<file path="src/rtl/vc_wb_buffer_if.sv">
// Handshake/bus bundle for the dirty-line writeback buffer.
// Latency: none (wires only).
// Backpressure: wb_full toward the victim cache, pmem_resp from the memory adapter.
//
// Ports grouped here:
//   push side   : wb_push, wb_addr, wb_data -> wb_full
//   lookup side : lookup_addr -> lookup_hit, lookup_rdata
//   drain side  : flush, pmem_read_pending, pmem_resp -> pmem_write, pmem_address, pmem_wdata
//   status      : empty
interface vc_wb_buffer_if;
  logic         wb_push;
  logic [31:0]  wb_addr;
  logic [255:0] wb_data;
  logic         wb_full;
  logic [31:0]  lookup_addr;
  logic         lookup_hit;
  logic [255:0] lookup_rdata;
  logic         flush;
  logic         pmem_read_pending;
  logic         pmem_write;
  logic [31:0]  pmem_address;
  logic [255:0] pmem_wdata;
  logic         pmem_resp;
  logic         empty;

  // Driven by the victim cache / miss path / memory adapter side.
  modport master (
    output wb_push, wb_addr, wb_data, lookup_addr, flush, pmem_read_pending, pmem_resp,
    input  wb_full, lookup_hit, lookup_rdata, pmem_write, pmem_address, pmem_wdata, empty
  );

  // The buffer itself.
  modport slave (
    input  wb_push, wb_addr, wb_data, lookup_addr, flush, pmem_read_pending, pmem_resp,
    output wb_full, lookup_hit, lookup_rdata, pmem_write, pmem_address, pmem_wdata, empty
  );
endinterface

</file>
<file path="src/rtl/vc_wb_buffer.sv">
// Dirty-line writeback buffer between victim cache and cacheline adapter, with coalescing.
// Latency: push visible to lookup/count next cycle; pmem_write rises one cycle after drain condition.
// Backpressure: wb_full (count==DEPTH) drops pushes unless the head pops that same cycle.
//
// Ports: clk, rst (synchronous, active low), bus (vc_wb_buffer_if.slave).
// Optional feature: define VC_WB_FORWARD_EN to compile in lookup forwarding;
// without it lookup_hit/lookup_rdata are tied to 0.
module vc_wb_buffer #(
  parameter int DEPTH      = 4,
  parameter int HIGH_WATER = 3,
  parameter int IDLE_LIMIT = 8
) (
  input logic          clk,
  input logic          rst,
  vc_wb_buffer_if.slave bus
);

  localparam int PTR_W = $clog2(DEPTH);
  localparam int CNT_W = PTR_W + 1;
  localparam int TMR_W = $clog2(IDLE_LIMIT + 1);

  typedef struct packed {
    logic [26:0]  tag;   // line address bits [31:5]
    logic [255:0] data;
  } entry_t;

  typedef enum logic {S_IDLE, S_WRITE} state_t;

  state_t           state_q, state_d;
  entry_t           mem [DEPTH];
  logic [PTR_W-1:0] head_q, tail_q;
  logic [CNT_W-1:0] count_q;
  logic [TMR_W-1:0] timer_q;

  logic             full;
  logic             pop;
  logic             accept;
  logic             alloc;
  logic             co_hit;
  logic [PTR_W-1:0] co_idx;
  logic [PTR_W-1:0] co_scan;
  logic [PTR_W-1:0] wr_idx;
  logic [26:0]      push_tag;
  logic             drain_req;

  assign push_tag = bus.wb_addr[31:5];
  assign full     = (count_q == CNT_W'(DEPTH));
  assign pop      = (state_q == S_WRITE) && bus.pmem_resp;
  // A pop in the same cycle frees the head slot, so a full buffer still accepts.
  assign accept   = bus.wb_push && (!full || pop);
  assign alloc    = accept && !co_hit;
  assign wr_idx   = alloc ? tail_q : co_idx;

  assign bus.wb_full = full;
  assign bus.empty   = (count_q == '0);

  // Coalesce target: youngest valid entry with the same line address. The head
  // is excluded while it is being written so the in-flight data stays stable.
  always_comb begin
    co_hit  = 1'b0;
    co_idx  = '0;
    co_scan = '0;
    for (int k = 0; k < DEPTH; k++) begin
      co_scan = head_q + PTR_W'(k);
      if (CNT_W'(k) < count_q && mem[co_scan].tag == push_tag &&
          !(k == 0 && state_q == S_WRITE)) begin
        co_hit = 1'b1;
        co_idx = co_scan;
      end
    end
  end

`ifdef VC_WB_FORWARD_EN
  logic             lk_hit;
  logic [PTR_W-1:0] lk_idx;
  logic [PTR_W-1:0] lk_scan;
  logic             unused_addr_lsbs;

  // Later (younger) matches overwrite earlier ones, so the youngest copy wins.
  always_comb begin
    lk_hit  = 1'b0;
    lk_idx  = '0;
    lk_scan = '0;
    for (int k = 0; k < DEPTH; k++) begin
      lk_scan = head_q + PTR_W'(k);
      if (CNT_W'(k) < count_q && mem[lk_scan].tag == bus.lookup_addr[31:5]) begin
        lk_hit = 1'b1;
        lk_idx = lk_scan;
      end
    end
  end

  assign bus.lookup_hit   = lk_hit;
  assign bus.lookup_rdata = lk_hit ? mem[lk_idx].data : '0;
  assign unused_addr_lsbs = ^{bus.wb_addr[4:0], bus.lookup_addr[4:0]};
`else
  logic unused_addr_lsbs;

  assign bus.lookup_hit   = 1'b0;
  assign bus.lookup_rdata = '0;
  assign unused_addr_lsbs = ^{bus.wb_addr[4:0], bus.lookup_addr};
`endif

  // Entry storage: contents are only meaningful within [head, head+count).
  always_ff @(posedge clk) begin
    if (accept) begin
      mem[wr_idx].tag  <= push_tag;
      mem[wr_idx].data <= bus.wb_data;
    end
  end

  always_ff @(posedge clk) begin
    if (!rst) begin
      state_q <= S_IDLE;
      head_q  <= '0;
      tail_q  <= '0;
      count_q <= '0;
      timer_q <= '0;
    end else begin
      state_q <= state_d;
      if (pop)   head_q <= head_q + PTR_W'(1);
      if (alloc) tail_q <= tail_q + PTR_W'(1);
      count_q <= count_q + CNT_W'(alloc) - CNT_W'(pop);
      if (accept)
        timer_q <= '0;
      else if (count_q != '0 && timer_q != TMR_W'(IDLE_LIMIT))
        timer_q <= timer_q + TMR_W'(1);
    end
  end

  assign drain_req = (count_q >= CNT_W'(HIGH_WATER)) || bus.flush ||
                     (timer_q == TMR_W'(IDLE_LIMIT));

  // Next state and drain outputs. A pop always returns to IDLE, which gives
  // the mandatory idle cycle between consecutive writes.
  always_comb begin
    state_d          = state_q;
    bus.pmem_write   = 1'b0;
    bus.pmem_address = '0;
    bus.pmem_wdata   = '0;
    case (state_q)
      S_IDLE: begin
        if (count_q != '0 && !bus.pmem_read_pending && drain_req)
          state_d = S_WRITE;
      end
      S_WRITE: begin
        bus.pmem_write   = 1'b1;
        bus.pmem_address = {mem[head_q].tag, 5'b0};
        bus.pmem_wdata   = mem[head_q].data;
        if (bus.pmem_resp)
          state_d = S_IDLE;
      end
      default: state_d = S_IDLE;
    endcase
  end

endmodule

</file>
<file path="src/flat_wrapper.sv">
// flat-port wrapper written by rule: the top's interface ports become plain ports
module vc_wb_buffer_flat 
#(
  parameter int DEPTH      = 4,
  parameter int HIGH_WATER = 3,
  parameter int IDLE_LIMIT = 8
)
  (clk, rst, bus_wb_push, bus_wb_addr, bus_wb_data, bus_lookup_addr, bus_flush, bus_pmem_read_pending, bus_pmem_resp, bus_wb_full, bus_lookup_hit, bus_lookup_rdata, bus_pmem_write, bus_pmem_address, bus_pmem_wdata, bus_empty);
  vc_wb_buffer_if bus_i ();
  input logic clk;
  input logic rst;
  input wire logic [$bits(bus_i.wb_push)-1:0] bus_wb_push;
  input wire logic [$bits(bus_i.wb_addr)-1:0] bus_wb_addr;
  input wire logic [$bits(bus_i.wb_data)-1:0] bus_wb_data;
  input wire logic [$bits(bus_i.lookup_addr)-1:0] bus_lookup_addr;
  input wire logic [$bits(bus_i.flush)-1:0] bus_flush;
  input wire logic [$bits(bus_i.pmem_read_pending)-1:0] bus_pmem_read_pending;
  input wire logic [$bits(bus_i.pmem_resp)-1:0] bus_pmem_resp;
  output wire logic [$bits(bus_i.wb_full)-1:0] bus_wb_full;
  output wire logic [$bits(bus_i.lookup_hit)-1:0] bus_lookup_hit;
  output wire logic [$bits(bus_i.lookup_rdata)-1:0] bus_lookup_rdata;
  output wire logic [$bits(bus_i.pmem_write)-1:0] bus_pmem_write;
  output wire logic [$bits(bus_i.pmem_address)-1:0] bus_pmem_address;
  output wire logic [$bits(bus_i.pmem_wdata)-1:0] bus_pmem_wdata;
  output wire logic [$bits(bus_i.empty)-1:0] bus_empty;
  assign bus_i.wb_push = bus_wb_push;
  assign bus_i.wb_addr = bus_wb_addr;
  assign bus_i.wb_data = bus_wb_data;
  assign bus_i.lookup_addr = bus_lookup_addr;
  assign bus_i.flush = bus_flush;
  assign bus_i.pmem_read_pending = bus_pmem_read_pending;
  assign bus_i.pmem_resp = bus_pmem_resp;
  assign bus_wb_full = bus_i.wb_full;
  assign bus_lookup_hit = bus_i.lookup_hit;
  assign bus_lookup_rdata = bus_i.lookup_rdata;
  assign bus_pmem_write = bus_i.pmem_write;
  assign bus_pmem_address = bus_i.pmem_address;
  assign bus_pmem_wdata = bus_i.pmem_wdata;
  assign bus_empty = bus_i.empty;
  vc_wb_buffer #(.DEPTH(DEPTH), .HIGH_WATER(HIGH_WATER), .IDLE_LIMIT(IDLE_LIMIT)) u_core (.clk(clk), .rst(rst), .bus(bus_i));
endmodule
</file>
<file path="config.mk">
export PLATFORM = sky130hd
export DESIGN_NAME = vc_wb_buffer_flat
export DESIGN_NICKNAME = d
export VERILOG_FILES = /design/src/rtl/vc_wb_buffer_if.sv /design/src/rtl/vc_wb_buffer.sv /design/src/flat_wrapper.sv
export SDC_FILE = /design/constraint.sdc
export NUM_CORES = 1
export LEC_CHECK = 0
export ABC_AREA = 1
export BUFFER_PORTS_ARGS = -buffer_cell sky130_fd_sc_hd__buf_2
export CAP_MARGIN = 15
export CORE_MARGIN = 1
export CORE_UTILIZATION = 45
export DETAILED_ROUTE_END_ITERATION = 10
export HOLD_SLACK_MARGIN = 0.06
export PLACE_DENSITY = 0.68
export SYNTH_ARGS = -nofsm -noshare
export SYNTH_HDL_FRONTEND = slang
export SYNTH_SLANG_ARGS = --single-unit
</file>
<file path="constraint.sdc">
create_clock -name clk -period 44.7 [get_ports clk]
set_input_delay 0 -clock clk [delete_from_list [all_inputs] [get_ports clk]]
set_output_delay 0 -clock clk [all_outputs]
set_load 0.02 [all_outputs]
</file>
**After elaboration in Yosys (flattened, before gate mapping)**

Memory sizes are Yosys's and may differ from the RTL's. A register that Yosys moved wholly into a read port is not among the register bits.
Cells that the tools add are included.

- Input port bits: 326
- Word-level logic and storage cells: 67
- Output and inout port bits: 548
- Memories kept: 1
- Bits in writable memories: 1132
- Register bits: 12

Memories:

| name | words | width | rd ports | clocked after memory_dff | write ports | line | source |
|---|---|---|---|---|---|---|---|
| u_core.mem | 4 | 283 | 4 | 1 | 1 | vc_wb_buffer.sv:30 | `entry_t mem [DEPTH];` |

- Order comparisons: 5
- Reductions and logical operators: 21
- Add/sub/neg operators: 7
- Bitwise logic cells: 2
- Equality and inequality tests: 7
- Muxes and demuxes: 19

Operators by type and width:

| kind | number |
|---|---|
| 2-to-1 mux 256 bit | 1 |
| == test 27 bit | 4 |
| 2-to-1 mux 32 bit | 1 |
| 2-to-1 mux 2 bit | 7 |
| logical AND 1 bit | 11 |
| 2-to-1 mux 1 bit | 9 |
| less-than comparator 1 x 3 -> 1 bit (first input constant) | 2 |
| less-than comparator 2 x 3 -> 1 bit (first input constant) | 2 |
| adder 2 x 1 -> 2 bit (second input constant) | 2 |
| adder 2 bit (second input constant) | 2 |
| adder 4 x 1 -> 4 bit (second input constant) | 1 |
| == test 4 bit (second input constant) | 1 |
| zero test 1 bit | 4 |
| inequality test 4 bit (second input constant) | 1 |
| adder 3 x 1 -> 3 bit | 1 |
| == test 3 bit (second input constant) | 1 |
| greater-or-equal comparator 3 x 2 -> 1 bit (second input constant) | 1 |
| zero test 3 bit | 1 |
| logical OR 1 bit | 3 |
| nonzero test 3 bit | 1 |
| subtractor 3 x 1 -> 3 bit | 1 |
| inverter 1 bit | 2 |
| case mux 1 bit (2 select lines) | 1 |
| OR reduction 2 bit | 1 |

**Depth between registers and ports, before layout**

- Depth in word-level cells: 11
- Gate-level depth with buffers: 22
- Mapped depth without buffers: 20

**Worst setup path after synthesis**

Ideal clock, no wire load.

- Path kind: register to register
- Start: register u_core.head_q[0]
- End: memory u_core.mem[3][0] (netlist name) (enable)
- Setup time: 0.934 ns
- Stages on the path, launching flop included: 19
- Path buffers: 2
- Setup slack: 30.089 ns
- Data required time: 43.766 ns
- Data arrival time: 13.677 ns
- Path through: dfxtp_1 > inv_2 > nand2_1 > nand2_2 > buf_6 > buf_4 > nand2_1 > nand2_1 > nand2_1 > nand2_1 > nor3_1 > nand3_1 > nor2_2 > inv_2 > nand2_1 > nand2_1 > nand3_1 > nand2_1 > nor2_1

- Word-level cells in the longest chain between the ends: 10
- Elaborated cells between the ends (all ways): 20
- Those cells by class: add/sub (3); eq/ne (3); mux (8); reduce/logical (5); memory (1)

RTL lines:

| what | line | source |
|---|---|---|
| from (decl) | vc_wb_buffer.sv:31 | `logic [PTR_W-1:0] head_q, tail_q;` |
| from (signal assigned) | vc_wb_buffer.sv:121 | `if (pop) head_q <= head_q + PTR_W'(1);` |
| adder 2 x 1 -> 2 bit | vc_wb_buffer.sv:64 | `co_scan = head_q + PTR_W'(k);` |
| memory (4 x 283 bit) | - |  |
| == test 27 bit | vc_wb_buffer.sv:65 | `if (CNT_W'(k) < count_q && mem[co_scan].tag == push_tag &&` |
| logical AND 1 bit | vc_wb_buffer.sv:65 |  |
| 2-to-1 mux 1 bit (3 in a row) | vc_wb_buffer.sv:65 |  |
| zero test 1 bit | vc_wb_buffer.sv:51 | `assign alloc = accept && !co_hit;` |
| logical AND 1 bit | vc_wb_buffer.sv:51 |  |
| 2-to-1 mux 2 bit (*) | vc_wb_buffer.sv:52 | `assign wr_idx = alloc ? tail_q : co_idx;` |
| to (decl) | vc_wb_buffer.sv:30 |  |

Mark *: on every way between the ends. The rest lies on a longest branch, timed or not.

**Worst setup path in the final report**

- Start: register u_core.head_q[0]
- End: memory u_core.mem[1][88] (netlist name) (enable)

Same word-level chain as after synthesis.

==> summary.txt <==
Via-to-Cell Ratio: 5.15
CTS HTree Levels: 3
CTS sink cnt: 1146
Maximum clock rate: 0.120 GHz
Post-Route WL: 143 mm
CTS clk-pin slew, worst paths: 0.06 ns
Final Power: 2.83 mW
Area share of the leading cell type in the synthesized netlist: 0.662
Row cnt: 123
Post-DP HPWL: 83.4 mm
Internal power: 1.99 mW
Hold crit path type: in2reg
Number of global-route vias before repair: 37000
Nets: 6312
Setup violators final: 0
Max-slew headroom: 0.255
GPL Wtd Cong: 0.967
WP data arrival: 8.69 ns
Main synth FF type: edfxtp_1
Die Wd: 340 µm
Yosys top cell by area: edfxtp_1
Largest net degree at the start of global routing: 198
Sw frac: 0.295
Number of synthesized register bits: 1146
Total Die Area: 115000 µm²
Min cycle time layout: 8.36 ns
LEAKAGE: 25.3 nW
CP Cell Sequence: inv_2 -> buf_4 -> nand2_1 -> nand2_2 -> buf_4 -> nand2_1 -> nand2_1 -> nand2_1 -> nand2_1 -> nand3_1 -> nor2_1 -> nand3_1 -> nor2_2 -> inv_2 -> nand2_1 -> nand2_1 -> nand3_1 -> nand2_1 -> nor2_4 -> buf_4 -> buf_4 -> buf_4 -> buf_4
Synth cell types: 30
Async S/R FF share, synth: 0
PortBufs: 574
Most common cell after layout, fill and taps aside: nor2_1
Number of antenna violations at the first check in global routing: 22
Initial DRC Count: 3361
CTS tree: built
GRT Total Usage: 0.240
Cell count after synthesis: 5012
Critical Path Most Common Cell: nand2_1
Max-slew violations: 0
Critical path's slowest cell: buf_4
PD cells: 44.8 nW/µm²
Max-cap violations: 0
Post-synthesis average cell area: 10.2 µm²
Die H: 340 µm
CP endpoint kind: flip-flop
EDFF count, synth: 1132
Mapped cell area: 51300 µm²
Worst-path maximum fanout: 94
Post-route ant nets: 0
# IOs: 874
Most frequent cells in the layout: nor2_1, edfxtp_1, nand2_1, buf_2, o21ai_0
Crit path kind: reg2reg
Routed length per instance: 18.9 µm
Initial DRT Pass Iterations: 6
CTS resizes: 0
Register area: 34300 µm²
Multi-input logic area: 14500 µm²
Layout cells sized above 1: 0.132
Flop pwr share: 0.464
Residual DRC count: 0
Max Buffers Root-to-Sink: 3
Largest cells by area after synthesis: edfxtp_1, nor2_1, nand2_1, o21ai_0, buf_4
Worst Path Required: 45.03 ns
Area Growth Syn to Fin: 23.1%
Synth Warn #: 0
Clock Latency Late Sink: 0.72 ns
Combinational share of power: 0.195
Fillers: 9212
Total CTS buffers: 114
Clk pwr share: 0.341
Total grt overflow: 0
Final Hold Viols: 0
Vias: 39100
Root Driver: clkbuf_16
Core Region: 113000 µm²
Outcome: completed
Crit-path max cell delay: 0.85 ns
Tightest Pin Transition: 1.12 ns
Final period util: 0.187
Peak supply drop: 0.0000466 V
RSZ-0062 raised after global routing: false
Skew final: 0.0497 ns
Seq/Total Area, Yosys: 0.668
CP startpoint kind: flip-flop
First-pass GRT wire length: 214 mm
Fin Setup TNS: 0 ns
Switch Pwr: 0.835 mW
Initial Utilization: 0.455
[routing by layer]
metal / vias to the layer above / GRT usage / share of wire
li1: 18500 / - / -
met1: 18500 / 0.290 / 0.38
met2: 1758 / 0.404 / 0.49
met3: 325 / 0.0560 / 0.083
met4: 16 / 0.113 / 0.043
met5: - / 0 / 0.00070
[flip-flops by register name (all words and copies together), names as in the netlist, named ones only]
register and count:
u_core.mem 1132, u_core.timer_q 4, u_core.count_q 3, u_core.head_q 2, u_core.tail_q 2, u_core.state_q 1
[worst max-delay path: cells and delay by family (launching register included)]
kind	cells	cell delay [ns]
simple gates	15	2.96
buf+inv	8	4.26
flops	1	0.48
[through the flow]
step / setup WS [ns] / std cells / util / cell area (µm²) / hold slack [ns]
final: 36.34 / 7589 / 0.560 / 63200 / 0.0665
after global routing: 35.94 / 7585 / 0.560 / 63200 / 0.0543
after CTS: 36.36 / 7573 / 0.560 / 63200 / 0.0601
after detailed placement: 36.40 / 6870 / 0.483 / 54500 / 0.215
after global placement: 36.43 / 6870 / 0.483 / 54500 / 0.212
after floorplan: 30.09 / 5273 / - / 52300 / 0.0935
[area by class of cell]
cell class | instances | share of cell area
antenna | 16 | 0.000633
inverter | 133 | 0.00825
multi-input combinational | 3470 | 0.230
timing repair buffer | 1114 | 0.129
clock inverter | 74 | 0.0132
clock buffer | 136 | 0.0464
sequential | 1146 | 0.542
tap | 1500 | 0.0297
[cells in the mapped netlist, types with 4 or more instances]
library cell / instances
nor2_1: 1186
edfxtp_1: 1132
nand2_1: 926
o21ai_0: 547
a21oi_1: 273
buf_4: 268
nand3_1: 224
clkbuf_1: 192
inv_1: 129
buf_2: 34
buf_1: 28
nand4_1: 24
dfxtp_1: 14
ha_1: 6
nand2_2: 4
nor3_1: 4
[power groups by stage]
stage | combinational (mW) | clock, mW | sequential [mW]
2_1_floorplan | 0.349 | 0 | 1.37
3_3_place_gp | 0.502 | 0 | 1.33
3_5_place_dp | 0.509 | 0 | 1.33
4_1_cts | 0.548 | 0.972 | 1.31
5_1_grt | 0.604 | 1.02 | 1.32
6_report | 0.552 | 0.965 | 1.31
[kinds of logic (layout without fill, tap and decap cells)]
| kind of cell | after synthesis | after routing | synth area share |
|---|---|---|---|
| buffers and inverters | 657 | 1457 | 0.0687 |
| adders and majority gates | 7 | 7 | 0.00185 |
| other | 1 | 278 | 0.0000730 |
| and+or+nand+nor | 2372 | 2372 | 0.181 |
| xor gates and xnor gates | 3 | 3 | 0.000512 |
| DFF | 1146 | 1146 | 0.668 |
| AOI/OAI and AO/OA | 826 | 826 | 0.0807 |
[what timing repair did]
| item | 4_1_cts | 5_1_grt |
|---|---|---|
| hold endpoints to repair | 1146 | 0 |
| hold buffers | 493 | 0 |
| setup buffers | 0 | 0 |
[final timing paths]
check / from / endpoint / slack [ns] / depth (start not counted)
max reg2reg: u_core.head_q[0] / u_core.mem[1][88] / 36.34 / 23
max: u_core.head_q[0] / u_core.mem[1][88] / 36.34 / 23
min reg2reg: u_core.tail_q[1] / u_core.tail_q[1] / 0.49 / 2
min: bus_wb_data[173] / u_core.mem[0][173] / 0.07 / 2
No activity file was read; power rests on OpenSTA's default activity.
